===== config.mk =====
export PLATFORM = sky130hd
export DESIGN_NAME = barrel_shifter_8bit
export DESIGN_NICKNAME = d
export VERILOG_FILES = /design/src/rtl/barrel_shifter_8bit.sv
export SDC_FILE = /design/constraint.sdc
export NUM_CORES = 1
export LEC_CHECK = 0
export ABC_AREA = 1
export CORE_MARGIN = 10
export CORE_UTILIZATION = 42
export CTS_BUF_LIST = sky130_fd_sc_hd__clkbuf_8 sky130_fd_sc_hd__clkbuf_16
export CTS_CLUSTER_DIAMETER = 60
export DETAILED_ROUTE_END_ITERATION = 16
export MAX_ROUTING_LAYER = met4
export PLACE_DENSITY = 0.76
export SYNTH_ARGS = -nofsm -noshare
export SYNTH_HDL_FRONTEND = slang
export SYNTH_SLANG_ARGS = --single-unit

===== constraint.sdc =====
create_clock -name clk -period 0.8 [get_ports clk]
set_input_delay 0.12 -clock clk [delete_from_list [all_inputs] [get_ports clk]]
set_output_delay 0.12 -clock clk [all_outputs]
set_load 0.03 [all_outputs]

===== src/rtl/barrel_shifter_8bit.sv =====
// 8-bit rotate-right barrel shifter: three log-stage mux network (1, 2, 4)
// feeding an optional output register with a valid flag.
module barrel_shifter_8bit #(
    parameter int DATA_W  = 8,
    parameter int AMT_W   = 3,
    parameter bit REG_OUT = 1'b1
) (
    input  logic              clk,
    input  logic              rst_n,
    input  logic              in_valid,
    input  logic [DATA_W-1:0] data,
    input  logic [AMT_W-1:0]  amt,
    output logic [DATA_W-1:0] out,
    output logic              out_valid
);

    // The mux network below is hand-wired for a byte; reject any other size.
    if (DATA_W != 8 || AMT_W != 3) begin : g_bad_width
        $error("barrel_shifter_8bit supports only DATA_W=8, AMT_W=3");
    end

    logic [7:0] s1_s;
    logic [7:0] s2_s;
    logic [7:0] s3_s;

    // Rotate-right network: each stage conditionally rotates by 1, 2 or 4.
    always_comb begin
        s1_s = data;
        s2_s = s1_s;
        s3_s = s2_s;
        if (amt[0]) begin
            s1_s = {data[0], data[7:1]};
        end else begin
            s1_s = data;
        end
        if (amt[1]) begin
            s2_s = {s1_s[1:0], s1_s[7:2]};
        end else begin
            s2_s = s1_s;
        end
        if (amt[2]) begin
            s3_s = {s2_s[3:0], s2_s[7:4]};
        end else begin
            s3_s = s2_s;
        end
    end

    if (REG_OUT) begin : g_reg_out
        logic [7:0] out_r;
        logic       out_valid_r;

        // Output register: result captured only on valid input, held otherwise.
        always_ff @(posedge clk or negedge rst_n) begin
            if (!rst_n) begin
                out_r       <= 8'h00;
                out_valid_r <= 1'b0;
            end else begin
                out_valid_r <= in_valid;
                if (in_valid) begin
                    out_r <= s3_s;
                end else begin
                    out_r <= out_r;
                end
            end
        end

        assign out       = out_r;
        assign out_valid = out_valid_r;
    end else begin : g_comb_out
        assign out       = s3_s;
        assign out_valid = in_valid;
    end

endmodule


* After elaboration in Yosys (flattened, before gate mapping) *
Cells that the tools add are included.
Widths: inputs -> output; s select.

word-level totals
  flip-flop bits (word level) = 9
  input bits = 14
  word-level logic and storage cells = 5

operators by class
  muxes and demuxes = 3

operators by type and width
  cell    count
  $mux 8  3

* Depth between registers and ports, before layout *
  depth after elaboration = 3
  depth in mapped cells = 8
  mapped depth without buffers = 7

* Worst setup path after synthesis *
No wires, ideal clock.

  kind = input-to-reg
  start point = input amt[1]
  end point = register g_reg_out.out_r[0], in the netlist out[0]
  library setup time = 117 ps
  arrival time = 649 ps
  data required time = 683 ps
  setup slack = 35 ps
  cell stages on the path = 7
  path buffers = 1
  path through = buf_4 > inv_2 > nand3_1 > nand3_1 > nand2_1 > nand2_1 > nand2_1

on the way
  longest elaborated chain between the ends = 2

RTL lines
  element                 line  text
  start: declaration      12    input logic [AMT_W-1:0] amt,
  $mux 8                  36    if (amt[1]) begin
  $mux 8                  41    if (amt[2]) begin
  end signal: assignment  60    out_r <= s3_s;
  end signal: assignment  62    out_r <= out_r;
  end: declaration        49    logic [7:0] out_r;

Every way passes these cells.
A chain may end at the register's enable or synchronous reset.

* Final worst setup path *
  start point = register g_reg_out.out_r[5], in the netlist out[5]
  end point = output out[5]

RTL lines
  element           line  text
  end: declaration  13    output logic [DATA_W-1:0] out,

No word-level cell between the ends.

==> flow_results.org <==
** Setup path
- Measured in cells, the most critical reg-to-reg path has a length of 3.
- Highest-delay cell along the critical path :: sky130_fd_sc_hd__dfrtp_1
- On the worst path, the slowest cell contributes a delay of 0.40 ns.
- In this run the register-to-register setup slack is 0.04 ns.
- Of all nets on the critical path, the largest fanout is 2.
- The worst register-to-register path ends at out[5].
- The worst setup path is launched from a register.
- STA classifies the critical path endpoint as a primary output.
- In this run the critical register-to-register path is launched from out[5].
- Category of the most critical setup path :: reg2out
- Together, buffers and inverters on the worst path number 1.
- At the worst endpoint, the required time is just under 0.7 ns.
- STA puts the critical path data arrival time at 0.78 ns.
- Among cell families on the critical path, the largest total delay comes from flip-flops.
- The signal on the critical path passes through buf_6.

** Placed design
- Number of buffers inserted by port buffering :: 22
- Dpl hpwl :: roughly 1500 µm
- OpenSTA, run right after detailed placement, puts the worst setup slack at -0.573 ns.
- Weighted congestion at the end of routability-driven global placement :: between 0.8 and 0.9
- After detailed placement, the total cell area comes to a little under 900 µm².

** Pwr
- Net switching is 34.9% of the power.
- Design Power :: ~1800 µW
- Ratio of total power to cell area :: 1640 nW/µm²
- In this run, the combinational gates consume between 30% and 40% of the power.
- Sequential cells burn 31.3% of the power.
- Internal power component :: about 1100 µW
- Portion of total power attributed to the clock network :: a little under a third
- Across the VDD grid, the largest voltage drop is approximately 1.6 mV.
- For this design the static power due to leakage is ~0.00059 µW.
- Summed over all nets, the switching power comes to 614 µW.

** Synth
- The average instance in the mapped netlist occupies around 6.5 µm².
- In this run, synthesis produced a sequential element count of 9.
- After technology mapping, the gate count stands at between 90 and 100.
- Distinct cell type count of the synthesized netlist :: 10
- Summing the sequential cell areas from Yosys gives a little over a third of the chip area.
- Syn Std Cell Area :: around 630 µm²
- Count of synthesis-stage warnings from yosys :: 0
- Post-synth net total :: around 110

** Outcome
- The run finished, with violations left.
- The checks that failed: negative setup slack.

** Route
- Once detail routing completed, the nets flagged for antenna violations numbered 0.
- Vias per cell :: 5.65
- The routed layout has roughly 810 vias.
- Dividing the detail-routed wire length by the instance count gives around 16 µm.
- DRC Markers :: 0
- DR iter-0 viols :: 27
- Final WL :: about 2300 µm
- First-pass iteration count of the detailed router :: 4

** STA
- The final-report max-slew violation count is 0.
- On the final layout, the worst clock skew is 0 ns.
- Setup repair after global routing could not meet its margin everywhere.
- Setup violations remaining at the end of the flow were counted as 9.
- Actual slew at the worst max-slew pin :: roughly 0.25 ns
- Fraction of the cycle the final worst path needs :: 113%
- Post-layout minimum cycle time :: 0.905 ns
- Static timing analysis puts the maximum clock frequency at 1110 MHz.
- The number of endpoints with negative hold slack in the final report is 0.
- Worst slew margin :: 83.5%
- Setup slack after layout :: -0.105 ns

** Clocking
- TritonCTS built the clock tree.
- Skew-Pair Late Insertion Delay :: between 0.2 and 0.25 ns
- Clock root buffer :: sky130_fd_sc_hd__clkbuf_8
- In this run the number of H-tree levels came out at 1.
- Reg clk slew, reported paths :: 0.04 ns
- For this design, the sink count on the clock tree is 9.
- In this run, CTS created clock tree buffers numbering 3.
- The longest clock path from root to sink contains 2 buffers.

** GRT
- In the global route stage, overall resource usage came out at 12.2%.
- Met2 routing resource usage after global routing :: roughly 19%
- The first global-routing pass estimated 3320 µm of wire.
- Entering global routing, the biggest net connects 10 pins.
- Met1 demand-to-capacity share in global routing :: 13.0%
- Met3 capacity usage during global routing :: approximately 4.7%
- Global route overflow :: 0
- After global routing, the most crowded layer is met2.
- Initial antenna violation count :: 0
- Via count of the first global-routing pass :: 788

** Layout
- Utilization of the core after routing :: approximately four fifths
- The finished cells cover approximately 1100 µm².
- The net count of the finished layout is ~140.
- Fraction of final layout cells sized beyond drive strength 1 :: 39.5%
- Synthesis-to-layout area growth :: 68.8%
- Count of antenna diodes in the layout :: 0

** Run
- Max-cap check violation count :: 0

** Floorplan
- Std-Cell Core Area :: around 1400 µm²
- The die is just under 60 µm wide.
- The die covers around 3500 µm².
- Starting density of the core :: 46.4%
- After floorplanning, the core was divided into 13 placement rows.
- The die is between 50 and 60 µm tall.
- Ports placed on the boundary :: 23

** Worst hold path
- Path category of the worst min-delay check :: in2async
registers in the layout, indices dropped and copies added (netlist names):
register	cells
out_valid	1
out	8
worst max-delay path by stage:
stage                     slack, ns      to  cells past startpoint  startpoint
after detailed placement      -0.57  out[3]                      7      amt[1]
after floorplan                0.03  out[0]                      7      amt[1]
after CTS                     -0.09  out[0]                      1      out[0]
final                         -0.10  out[5]                      1      out[5]
after global placement        -0.57  out[5]                      9      amt[0]
after global routing          -0.12  out[5]                      1      out[5]
power by group through the flow:
stage | clock [µW] | sequential, µW | combinational [µW]
6_report | 527 | 551 | 680
5_1_grt | 568 | 555 | 725
4_1_cts | 530 | 548 | 604
3_5_place_dp | 0 | 545 | 545
3_3_place_gp | 0 | 545 | 539
2_1_floorplan | 0 | 654 | 211
per-layer routing:
metal | up-vias | wire (µm) | part of all wire [%]
li1 | 382 | - | -
met1 | 392 | 899 | 39
met2 | 30 | 1190 | 52
met3 | 10 | 136 | 6.0
met4 | 0 | 50 | 2.2
met5 | - | 0 | 0
layout make-up:
cell class	count	area (µm²)
multi-input combinational	80	448
clock inverter	1	3.75
sequential	9	225
clock buffer	3	41.3
fill	94	295
tap	15	18.8
timing repair buffer	32	309
inverter	4	25.0
synth_stat cells:
master	n	area, µm²
sky130_fd_sc_hd__buf_2	2	10.0
sky130_fd_sc_hd__buf_4	1	7.51
sky130_fd_sc_hd__buf_6	1	11.3
sky130_fd_sc_hd__dfrtp_1	9	225
sky130_fd_sc_hd__inv_1	2	7.51
sky130_fd_sc_hd__inv_2	1	3.75
sky130_fd_sc_hd__inv_8	1	11.3
sky130_fd_sc_hd__nand2_1	41	154
sky130_fd_sc_hd__nand2_2	7	43.8
sky130_fd_sc_hd__nand3_1	32	160
kinds of logic (layout without fill, tap and decap cells):
family                 Yosys count  in the layout  share of synthesized area [%]
buffers and inverters            8             40                           8.09
DFF                              9              9                           35.5
and+or+nand+nor                 80             80                           56.4
placed cells by master (no fill, tap or decap):
master / instances
sky130_fd_sc_hd__inv_2: 2
sky130_fd_sc_hd__inv_4: 1
sky130_fd_sc_hd__inv_1: 1
sky130_fd_sc_hd__nand3_1: 22
sky130_fd_sc_hd__dlygate4sd2_1: 9
sky130_fd_sc_hd__nand2_2: 8
sky130_fd_sc_hd__nand2_4: 5
sky130_fd_sc_hd__clkbuf_8: 3
sky130_fd_sc_hd__nand2_1: 35
sky130_fd_sc_hd__inv_8: 1
sky130_fd_sc_hd__dfrtp_1: 9
sky130_fd_sc_hd__nand3_2: 10
sky130_fd_sc_hd__buf_4: 6
sky130_fd_sc_hd__buf_12: 1
sky130_fd_sc_hd__clkdlybuf4s50_1: 2
sky130_fd_sc_hd__buf_6: 12
sky130_fd_sc_hd__buf_2: 2
repair_timing:
action	4_1_cts	5_1_grt
endpoints found under the hold margin	0	0
cloned	1	0
pin swaps	14	3
hold buffers	0	0
setup endpoints to repair	17	17
gates resized for setup	35	20
setup buffers	2	3
through the flow:
step	cells	hold WS [ns]	setup TNS [ns]
after floorplan	97	-0.176	0
after global placement	134	0.452	-4.28
after detailed placement	134	0.454	-4.48
after CTS	141	0.206	-0.765
after global routing	144	0.214	-0.981
final	144	0.203	-0.774
(Power assumes the default switching activity.)
